**src/rtl/sparc_ifu_thrsched_pkg.sv**
```systemverilog
// rtl/sparc_ifu_thrsched_pkg.sv - shared thread-state encodings and helpers for the IFU thread scheduler
package sparc_ifu_thrsched_pkg;

    localparam int NTHR = 4;

    localparam logic [1:0] ST_DEAD = 2'd0;
    localparam logic [1:0] ST_RDY  = 2'd1;
    localparam logic [1:0] ST_RUN  = 2'd2;
    localparam logic [1:0] ST_WAIT = 2'd3;

    function automatic logic [1:0] onehot_to_idx(input logic [NTHR-1:0] oh);
        logic [1:0] idx;
        idx = '0;
        for (int i = 0; i < NTHR; i++) begin
            if (oh[i]) idx = idx | 2'(i);
        end
        return idx;
    endfunction

endpackage

```
**src/rtl/sparc_ifu_rrpick.sv**
```systemverilog
// rtl/sparc_ifu_rrpick.sv - combinational 4-way round-robin picker starting after the pointer
module sparc_ifu_rrpick
    import sparc_ifu_thrsched_pkg::*;
(
    input  logic [NTHR-1:0] elig,
    input  logic [1:0]      ptr,
    output logic [NTHR-1:0] grant,
    output logic            valid
);

    logic [1:0] idx;

    // Scan from farthest to nearest so the nearest eligible thread after ptr overwrites the rest.
    always_comb begin
        grant = '0;
        idx   = '0;
        for (int k = NTHR; k >= 1; k--) begin
            idx = ptr + 2'(k);
            if (elig[idx]) grant = NTHR'(1) << idx;
        end
        valid = |elig;
    end

endmodule

```
**src/rtl/sparc_ifu_thrsched.sv**
```systemverilog
// rtl/sparc_ifu_thrsched.sv - per-thread run-state tracker and fetch-thread scheduler for the 4-thread IFU
module sparc_ifu_thrsched
    import sparc_ifu_thrsched_pkg::*;
#(
    parameter int MAXRUN = 8,
    parameter int CNTW   = 4
) (
    input  logic            clk,
    input  logic            arst_l,
    input  logic            se,
    input  logic [NTHR-1:0] thr_active,
    input  logic [NTHR-1:0] thr_start,
    input  logic [NTHR-1:0] thr_halt,
    input  logic [NTHR-1:0] wait_set,
    input  logic [NTHR-1:0] completion,
    input  logic            stall_s,
    output logic [NTHR-1:0] thr_s1,
    output logic            thr_vld_s1,
    output logic [NTHR-1:0] thr_rdy,
    output logic [NTHR-1:0] thr_wait,
    output logic            force_sw
);

    logic [NTHR-1:0][1:0] st, ev_ns, st_nxt;
    logic [NTHR-1:0]      elig, pick_grant, sel_nxt;
    logic [1:0]           ptr, ptr_nxt;
    logic [CNTW-1:0]      run_cnt, cnt_nxt;
    logic                 pick_vld, cur_elig, others, at_limit, force_nxt;
    logic                 unused_se;

    assign unused_se = se;

    // Inactive threads ignore events; only a held RUN gets demoted below.
    always_comb begin
        for (int i = 0; i < NTHR; i++) begin
            ev_ns[i] = st[i];
            if (thr_active[i]) begin
                if (thr_halt[i])                             ev_ns[i] = ST_DEAD;
                else if (wait_set[i] && st[i] != ST_DEAD)    ev_ns[i] = ST_WAIT;
                else if (completion[i] && st[i] == ST_WAIT)  ev_ns[i] = ST_RDY;
                else if (thr_start[i] && st[i] == ST_DEAD)   ev_ns[i] = ST_RDY;
            end
            elig[i] = thr_active[i] && (ev_ns[i] == ST_RDY || ev_ns[i] == ST_RUN);
        end
    end

    sparc_ifu_rrpick u_pick (
        .elig  (elig),
        .ptr   (ptr),
        .grant (pick_grant),
        .valid (pick_vld)
    );

    assign cur_elig = |(thr_s1 & elig);
    assign others   = |(elig & ~thr_s1);
    assign at_limit = (run_cnt >= CNTW'(MAXRUN - 1));

    always_comb begin
        sel_nxt   = '0;
        cnt_nxt   = '0;
        ptr_nxt   = ptr;
        force_nxt = 1'b0;
        if (stall_s) begin
            if (cur_elig) begin
                sel_nxt = thr_s1;
                cnt_nxt = run_cnt;
            end
        end else if (cur_elig && (!at_limit || !others)) begin
            sel_nxt = thr_s1;
            cnt_nxt = at_limit ? run_cnt : run_cnt + 1'b1;
        end else if (pick_vld) begin
            sel_nxt   = pick_grant;
            ptr_nxt   = onehot_to_idx(pick_grant);
            force_nxt = cur_elig;
        end
    end

    always_comb begin
        for (int i = 0; i < NTHR; i++) begin
            if (sel_nxt[i])               st_nxt[i] = ST_RUN;
            else if (ev_ns[i] == ST_RUN)  st_nxt[i] = ST_RDY;
            else                          st_nxt[i] = ev_ns[i];
        end
    end

    always_ff @(posedge clk or negedge arst_l) begin
        if (!arst_l) begin
            st       <= '0;
            thr_s1   <= '0;
            ptr      <= 2'd3;
            run_cnt  <= '0;
            force_sw <= 1'b0;
        end else begin
            st       <= st_nxt;
            thr_s1   <= sel_nxt;
            ptr      <= ptr_nxt;
            run_cnt  <= cnt_nxt;
            force_sw <= force_nxt;
        end
    end

    always_comb begin
        for (int i = 0; i < NTHR; i++) begin
            thr_rdy[i]  = (st[i] == ST_RDY) || (st[i] == ST_RUN);
            thr_wait[i] = (st[i] == ST_WAIT);
        end
    end

    assign thr_vld_s1 = |thr_s1;

endmodule

```
**config.mk**
```make
export PLATFORM = sky130hd
export DESIGN_NAME = sparc_ifu_thrsched
export DESIGN_NICKNAME = d
export VERILOG_FILES = /design/src/rtl/sparc_ifu_thrsched_pkg.sv /design/src/rtl/sparc_ifu_rrpick.sv /design/src/rtl/sparc_ifu_thrsched.sv
export SDC_FILE = /design/constraint.sdc
export NUM_CORES = 1
export LEC_CHECK = 0
export CAP_MARGIN = 0
export CORE_ASPECT_RATIO = 1.5
export CORE_MARGIN = 2
export CORE_UTILIZATION = 45
export CTS_CLUSTER_DIAMETER = 40
export CTS_CLUSTER_SIZE = 40
export DETAILED_ROUTE_END_ITERATION = 16
export HOLD_SLACK_MARGIN = 0.03
export PLACE_DENSITY = 0.76
export SYNTH_ARGS = -nofsm -noshare
export SYNTH_HDL_FRONTEND = slang
export SYNTH_SLANG_ARGS = --single-unit
```
**constraint.sdc**
```tcl
create_clock -name clk -period 2.9 [get_ports clk]
set_clock_uncertainty 0.05 [all_clocks]
set_input_delay 0.435 -clock clk [delete_from_list [all_inputs] [get_ports clk]]
set_output_delay 0.435 -clock clk [all_outputs]
set_load 0.03 [all_outputs]
```
==> impl_metrics.sql, run 1 <==
INSERT INTO impl_metrics (metric_group, metric, value, unit) VALUES
('layout', 'final_cell_count_no_fill', '296', ''),
('setup_path', 'critical_path_class', 'reg2reg', ''),
('global_routing', 'grt.overflow.total', '0', ''),
('floorplan', 'start_util', '47.44', '%'),
('outcome', 'failed_checks', 'setup timing', ''),
('place', 'place.gp.congestion', '1.039', ''),
('place', 'detailed_place_hpwl', '3684', 'µm'),
('setup_path', 'critical_path.cell_chain', 'inv_1 > ha_2 > a22o_1 > nand2_2 > a21oi_1 > a21oi_1 > inv_1 > ha_4 > and2_4 > mux4_2 > buf_4 > a211oi_2 > a222oi_1 > buf_4 > a221o_1', ''),
('yosys', 'synth.cell_area', '1620', 'µm²'),
('yosys', 'postSynthCellCount', '169', ''),
('route', 'initialDrtViolationCount', '65', ''),
('setup_path', 'arrival_time_worst_endpoint', '3440', 'ps'),
('layout', 'layout_commonest_cell', 'buf_4', ''),
('outcome', 'result_of_the_run', 'finished, violations left', ''),
('yosys', 'ys.flop_type', 'dfrtp_1', ''),
('layout', 'layout.core_utilization', '78.42', '%'),
('clock_tree', 'ctsLongestPathBuffers', '2', ''),
('route', 'routed_wire_length_per_instance', '17.78', 'µm'),
('route', 'remaining_antenna_violation_count_after_routing', '0', ''),
('global_routing', 'grt_first_pass_wirelength', '8107', 'µm'),
('power_and_ir_drop', 'leakage', '1.200', 'nW'),
('timing', 'worst_pin_slew', '894.0', 'ps'),
('hold_path', 'min-delay-path-class', 'reg2reg', ''),
('route', 'first_pass_iters', '4', ''),
('layout', 'fraction_of_layout_instances_using_a_drive_strength_above_1', '38.19', '%'),
('yosys', 'count_of_cell_types_in_the_netlist', '39', ''),
('setup_path', 'cpPeakStageDelay', '550', 'ps'),
('setup_path', 'timing.critical_path.to_type', 'flip-flop', ''),
('floorplan', 'fp.coreArea', '3416', 'µm²'),
('clock_tree', 'clkTransAtPathRegs', '80', 'ps'),
('floorplan', 'die_x', '53.00', 'µm'),
('flow_run', 'cap_violations', '0', ''),
('clock_tree', 'number_of_h_tree_levels', '1', ''),
('floorplan', 'placement_rows', '26', ''),
('global_routing', 'grtUsageTotal', '26.31', '%'),
('timing', 'timing.final.crit_share', '115.3', '%'),
('layout', 'diodes', '0', ''),
('timing', 'final-setup-viol-count', '14', ''),
('layout', 'synthToLayoutAreaGrowth', '65.33', '%'),
('global_routing', 'number_of_antenna_violations_at_the_first_check_in_global_routing', '0', ''),
('power_and_ir_drop', 'fin_total_pwr', '3.185', 'mW'),
('place', 'placedCellCount', '274', ''),
('timing', 'slew_viol_final', '0', ''),
('layout', 'fin_nets', '300', ''),
('timing', 'setup_tns', '-4688', 'ps'),
('floorplan', 'i_o_pin_count', '38', ''),
('timing', 'final_period_minus_worst_setup_slack', '3342', 'ps'),
('clock_tree', 'clock-root-buffer', 'clkbuf_8', ''),
('power_and_ir_drop', 'ir_worst_vdd', '0.9346', 'mV'),
('setup_path', 'critPathSlowestCell', 'mux4_2', ''),
('place', 'placement.setup.worst_slack', '-719.2', 'ps'),
('setup_path', 'worst-endpoint-required', '3000', 'ps'),
('route', 'route.detailed.drc', '0', ''),
('layout', 'filler_cells', '224', ''),
('timing', 'whs', '518.0', 'ps'),
('timing', 'final-hold-violation-count', '0', ''),
('timing', 'finalWorstSetupSlack', '-442.3', 'ps'),
('floorplan', 'floorplan.die.height', '77.49', 'µm'),
('timing', 'slew_headroom', '40.22', '%'),
('setup_path', 'critical_path.max_fanout', '6', ''),
('clock_tree', 'cts_tree', 'done', ''),
('clock_tree', 'clock_sinks', '19', ''),
('global_routing', 'grt_max_degree', '20', ''),
('clock_tree', 'clkLatencyLatePin', '270', 'ps'),
('timing', 'fmaxAchievable', '299.2', 'MHz'),
('clock_tree', 'postCtsHoldBufs', '0', ''),
('layout', 'layout.cell_area.non_filler', '2679', 'µm²'),
('global_routing', 'grt_pass1_vias', '1804', ''),
('yosys', 'syn_nets', '214', ''),
('clock_tree', 'cts_buffers', '3', ''),
('layout', 'most-common-layout-cells', 'buf_4, clkdlybuf4s50_1, inv_1', '');
-- flip-flops by register name (all words and copies together) (netlist names) --
name and count:
ptr 2, run_cnt 4, st 8, force_sw 1
thr_s1 4
-- synth_stat cells, types with 2 or more instances --
library cell	number	area, µm²
a222oi_1	3	30.03
and3_1	3	18.77
nor2b_1	2	12.51
dfstp_2	2	52.55
nand2_1	13	48.80
a22o_1	10	87.58
and2_1	5	31.28
a211oi_1	4	30.03
mux4_2	3	67.56
a21oi_1	12	60.06
a221o_1	2	20.02
a221oi_1	2	17.52
nand3b_1	4	30.03
o21ai_1	2	10.01
dfrtp_1	17	425.4
o31a_1	2	17.52
nor2_1	12	45.04
and2_4	2	17.52
a41oi_1	3	26.28
nand3_1	4	20.02
ha_1	21	262.8
mux4_1	2	52.55
inv_1	23	86.33
-- repair_timing --
| action | CTS | global route |
|---|---|---|
| pin swaps | 16 | 9 |
| endpoints found under the setup margin | 15 | 19 |
| gates resized for setup | 11 | 22 |
| setup buffers | 11 | 7 |
-- layout make-up --
type	count	area, µm²	area share (%)
clock buffers	4	45.04	1.681
inverters	23	86.33	3.223
flip-flops and latches	19	479.2	17.89
repair buffers	83	732.0	27.32
well taps	42	52.55	1.962
multi-input cells	125	1284	47.92
-- worst max-delay path: cells and delay by family (launching register included) --
| family | cells | cell delay, ps |
|---|---|---|
| AOI/OAI and AO/OA | 6 | 1030 |
| muxes | 1 | 550 |
| adders and majority gates | 2 | 400 |
| buffers and inverters | 4 | 520 |
| DFF | 1 | 420 |
| and+or+nand+nor | 2 | 240 |
-- power breakdown --
part / switching (mW) / internal, mW / leakage, nW
Sequential: 0.119 / 0.363 / 0.241
Combinational: 1.21 / 1.29 / 0.936
Clock: 0.100 / 0.0983 / 0.0228
Total: 1.43 / 1.75 / 1.20
-- logic make-up after synthesis --
| kind of cell | share of synthesized area (%) |
|---|---|
| adders and majority gates | 16.22 |
| muxes | 8.031 |
| DFF | 29.50 |
| AOI/OAI and AO/OA | 24.09 |
| buffers and inverters | 6.254 |
| and+or+nand+nor | 15.91 |
-- final timing paths --
path / depth (start not counted) / slack (ps) / from / end
worst max-delay path: 15 / -440 / st[2] / st[5]
worst max register to register: 15 / -440 / st[2] / st[5]
worst min-delay path: 2 / 520 / run_cnt[2] / run_cnt[2]
worst min register to register: 2 / 520 / run_cnt[2] / run_cnt[2]
min in group asynchronous: 1 / 620 / arst_l / thr_s1[3]
max in group asynchronous: 1 / 1580 / arst_l / st[7]
-- per-layer routing --
metal | share of wire [%] | GRT usage, % | up-vias
li1 | - | - | 801
met1 | 37 | 27.19 | 849
met2 | 57 | 49.63 | 48
met3 | 3.6 | 4.038 | 13
met4 | 2.3 | 10.77 | 0
met5 | 0 | 0 | -
(Power assumes the default switching activity.)
==> inputs of run 2 (changes only) <==
--- a/config.mk
+++ b/config.mk
@@ -6,7 +6,6 @@
 export NUM_CORES = 1
 export LEC_CHECK = 0
 export CAP_MARGIN = 0
-export CORE_ASPECT_RATIO = 1.5
 export CORE_MARGIN = 2
 export CORE_UTILIZATION = 45
 export CTS_CLUSTER_DIAMETER = 40
==> run 2 against run 1 <==
The run still ends with setup timing left. First-iteration DRC count increased by 140%. Die area decreased by 0.24%. Cell area increased by 3.5%. Via count increased by 3.7%. Sequential power decreased by 2%. Utilization increased by 3.4 points. Count of clock-buffer cells in the layout unchanged. Register-to-register slack improved by 20 ps. Critical path depth unchanged. Wire length increased by 4.1%. Clock power decreased by 28%. Largest cell class unchanged. Largest power group unchanged.
==> impl_metrics.sql, run 2 (synthesized netlist as in run 1, its figures left out) <==
INSERT INTO impl_metrics (metric_group, metric, value, unit) VALUES
('floorplan', 'floorplan.die.height', '64.01', 'µm'),
('power_and_ir_drop', 'power.share.clock', '4.4', '%'),
('timing', 'slew_viol_final', '0', ''),
('clock_tree', 'clock-root-buffer', 'clkbuf_4', ''),
('clock_tree', 'ctsLongestPathBuffers', '2', ''),
('global_routing', 'grt.overflow.total', '0', ''),
('power_and_ir_drop', 'power.net_switching', '1.482', 'mW'),
('setup_path', 'cp-startpoint', 'st[5]', ''),
('route', 'routed_wire_length_per_instance', '17.96', 'µm'),
('layout', 'layout_commonest_cell', 'buf_4', ''),
('route', 'vias_per_cell', '5.820', ''),
('floorplan', 'fp.coreArea', '3390', 'µm²'),
('timing', 'fmaxAchievable', '300.8', 'MHz'),
('clock_tree', 'number_of_h_tree_levels', '1', ''),
('layout', 'filler_cells', '196', ''),
('layout', 'fraction_of_layout_instances_using_a_drive_strength_above_1', '44.79', '%'),
('global_routing', 'grt_first_pass_wirelength', '8245', 'µm'),
('clock_tree', 'clkLatencyLatePin', '310', 'ps'),
('power_and_ir_drop', 'ir_worst_vdd', '0.7529', 'mV'),
('route', 'first_pass_iters', '4', ''),
('setup_path', 'critical_path_class', 'reg2reg', ''),
('setup_path', 'critPathSlowestCell', 'mux4_2', ''),
('timing', 'final_period_minus_worst_setup_slack', '3324', 'ps'),
('floorplan', 'fp.dieArea', '4097', 'µm²'),
('layout', 'fin_nets', '305', ''),
('power_and_ir_drop', 'power_density', '1167', 'nW/µm²'),
('route', 'num_vias', '1775', ''),
('route', 'initialDrtViolationCount', '158', ''),
('global_routing', 'grt_pass1_vias', '1838', ''),
('route', 'finalWirelength', '5477', 'µm'),
('timing', 'unrepaired_setup_endpoints_after_global_routing', 'true', ''),
('global_routing', 'grt_max_degree', '20', ''),
('setup_path', 'cpPeakStageDelay', '540', 'ps'),
('setup_path', 'worstReg2RegStart', 'st[5]', ''),
('place', 'place.gp.congestion', '0.8602', ''),
('timing', 'final-setup-viol-count', '15', ''),
('layout', 'final_cell_count_no_fill', '305', ''),
('clock_tree', 'cts_buffers', '3', ''),
('setup_path', 'crit_path_start_kind', 'flip-flop', ''),
('setup_path', 'arrival_time_worst_endpoint', '3480', 'ps'),
('place', 'portbufs', '36', ''),
('setup_path', 'crit_path_frequent_cell', 'a21oi_2', ''),
('floorplan', 'placement_rows', '21', ''),
('timing', 'timing.final.crit_share', '114.6', '%'),
('clock_tree', 'cts_tree', 'done', ''),
('timing', 'final-hold-violation-count', '0', ''),
('timing', 'worst_pin_slew', '895.4', 'ps'),
('power_and_ir_drop', 'fin_total_pwr', '3.236', 'mW'),
('place', 'placement.setup.worst_slack', '-779.5', 'ps'),
('power_and_ir_drop', 'switching_share', '45.79', '%'),
('power_and_ir_drop', 'cell_internal_pwr', '1.754', 'mW'),
('layout', 'largest_register', 'st', ''),
('global_routing', 'grtUsageTotal', '26.08', '%'),
('outcome', 'result_of_the_run', 'finished, violations left', ''),
('global_routing', 'number_of_antenna_violations_at_the_first_check_in_global_routing', '0', ''),
('power_and_ir_drop', 'p_seq_share', '14.6', '%'),
('timing', 'whs', '539.5', 'ps'),
('layout', 'number_of_flip_flops_under_the_largest_register_name', '8', ''),
('layout', 'synthToLayoutAreaGrowth', '71.12', '%'),
('setup_path', 'timing.critical_path.to_type', 'flip-flop', ''),
('route', 'remaining_antenna_violation_count_after_routing', '0', ''),
('floorplan', 'start_util', '47.80', '%'),
('setup_path', 'critical_path.max_fanout', '5', ''),
('floorplan', 'die_x', '64.01', 'µm'),
('setup_path', 'cp_num_buf_inv', '4', ''),
('layout', 'most-common-layout-cells', 'buf_4, clkdlybuf4s50_1, inv_1, dfrtp_1, nand2_1', ''),
('route', 'route.detailed.drc', '0', ''),
('floorplan', 'i_o_pin_count', '38', ''),
('layout', 'top_regs', 'st x8, run_cnt x4, thr_s1 x4', ''),
('flow_run', 'cap_violations', '0', ''),
('layout', 'diodes', '0', ''),
('timing', 'slew_headroom', '40.12', '%'),
('timing', 'finalWorstSetupSlack', '-424.1', 'ps'),
('setup_path', 'worst-endpoint-required', '3050', 'ps'),
('setup_path', 'critical_path.cell_chain', 'inv_1 > ha_2 > a22o_1 > nand2_1 > a21oi_2 > a21oi_2 > inv_2 > ha_4 > and2_4 > mux4_2 > buf_6 > a211oi_2 > a222oi_1 > buf_4 > a211o_1', ''),
('place', 'detailed_place_hpwl', '3737', 'µm'),
('hold_path', 'min-delay-path-class', 'reg2reg', ''),
('place', 'placedCellCount', '277', ''),
('hold_path', 'beginning_of_the_worst_hold_path', 'run_cnt[1]', ''),
('clock_tree', 'clkTransAtPathRegs', '110', 'ps'),
('power_and_ir_drop', 'leakage', '1.232', 'nW'),
('setup_path', 'critical-path-top-delay-family', 'compound AO/OA/AOI/OAI gates', ''),
('power_and_ir_drop', 'combinationalPowerShare', '81.0', '%'),
('outcome', 'failed_checks', 'setup timing', ''),
('clock_tree', 'clock_sinks', '19', '');
[run 2: metal layers]
layer	routed length, µm	vias to the layer above	track usage, %
met2	2929	73	48.83
met4	139	0	11.14
li1	-	807	-
met1	2166	879	28.89
met5	0	-	0
met3	241	16	3.873
[run 2: cell type report]
class	instances	area (µm²)	share of cell area, %
multi-input combinational	125	1338	48.24
timing repair buffer	88	784.5	28.29
sequential	19	480.5	17.33
inverter	23	86.33	3.114
tap	46	57.56	2.076
clock buffer	4	26.28	0.9477
[run 2: worst register-to-register path: stages, from the launching register on]
cell	delay [ps]
dfrtp_1	430
inv_1	70
ha_2	170
a22o_1	230
nand2_1	110
a21oi_2	80
a21oi_2	140
inv_2	60
ha_4	230
and2_4	140
mux4_2	540
buf_6	170
a211oi_2	210
a222oi_1	130
buf_4	180
a211o_1	290
[run 2: worst paths after layout]
kind | end | slack, ps | cells past startpoint
setup reg to reg | st[7] | -420 | 15
setup / recovery | st[7] | -420 | 15
hold reg to reg | run_cnt[1] | 540 | 2
max in group asynchronous | st[2] | 1620 | 1
min in group asynchronous | st[4] | 570 | 1
hold / removal | run_cnt[1] | 540 | 2
[run 2: power groups by stage]
| stage | Sequential (mW) | Combinational [mW] | Clock (mW) |
|---|---|---|---|
| floorplan | 0.471 | 1.24 | 0 |
| global placement | 0.475 | 1.78 | 0 |
| detailed placement | 0.481 | 1.89 | 0 |
| CTS | 0.468 | 2.25 | 0.146 |
| global route | 0.486 | 2.78 | 0.156 |
| finish | 0.473 | 2.62 | 0.142 |
[run 2: through the flow]
stage | instance area (µm²) | utilization, % | setup TNS (ps)
final | 2773 | 81.80 | -4500
after global routing | 2773 | 81.80 | -5816
after CTS | 2531 | 74.68 | -3556
after detailed placement | 2352 | 69.40 | -9502
after global placement | 2352 | 69.40 | -7812
after floorplan | 1740 | - | -654.8
[run 2: repair_timing]
item,4_1_cts,5_1_grt
resized for setup,17,37
buffers inserted,11,13
setup endpoints to repair,14,19
hold buffers,0,0
pin swaps,15,27
gates cloned,0,0
==> inputs of run 3 (changes only) <==
--- a/config.mk
+++ b/config.mk
@@ -11,7 +11,7 @@
 export CTS_CLUSTER_DIAMETER = 40
 export CTS_CLUSTER_SIZE = 40
 export DETAILED_ROUTE_END_ITERATION = 16
-export HOLD_SLACK_MARGIN = 0.03
+export HOLD_SLACK_MARGIN = 0.05
 export PLACE_DENSITY = 0.76
 export SYNTH_ARGS = -nofsm -noshare
 export SYNTH_HDL_FRONTEND = slang
==> results of run 3 <==
Final layout, timing and power as in run 2 (identical DEF).
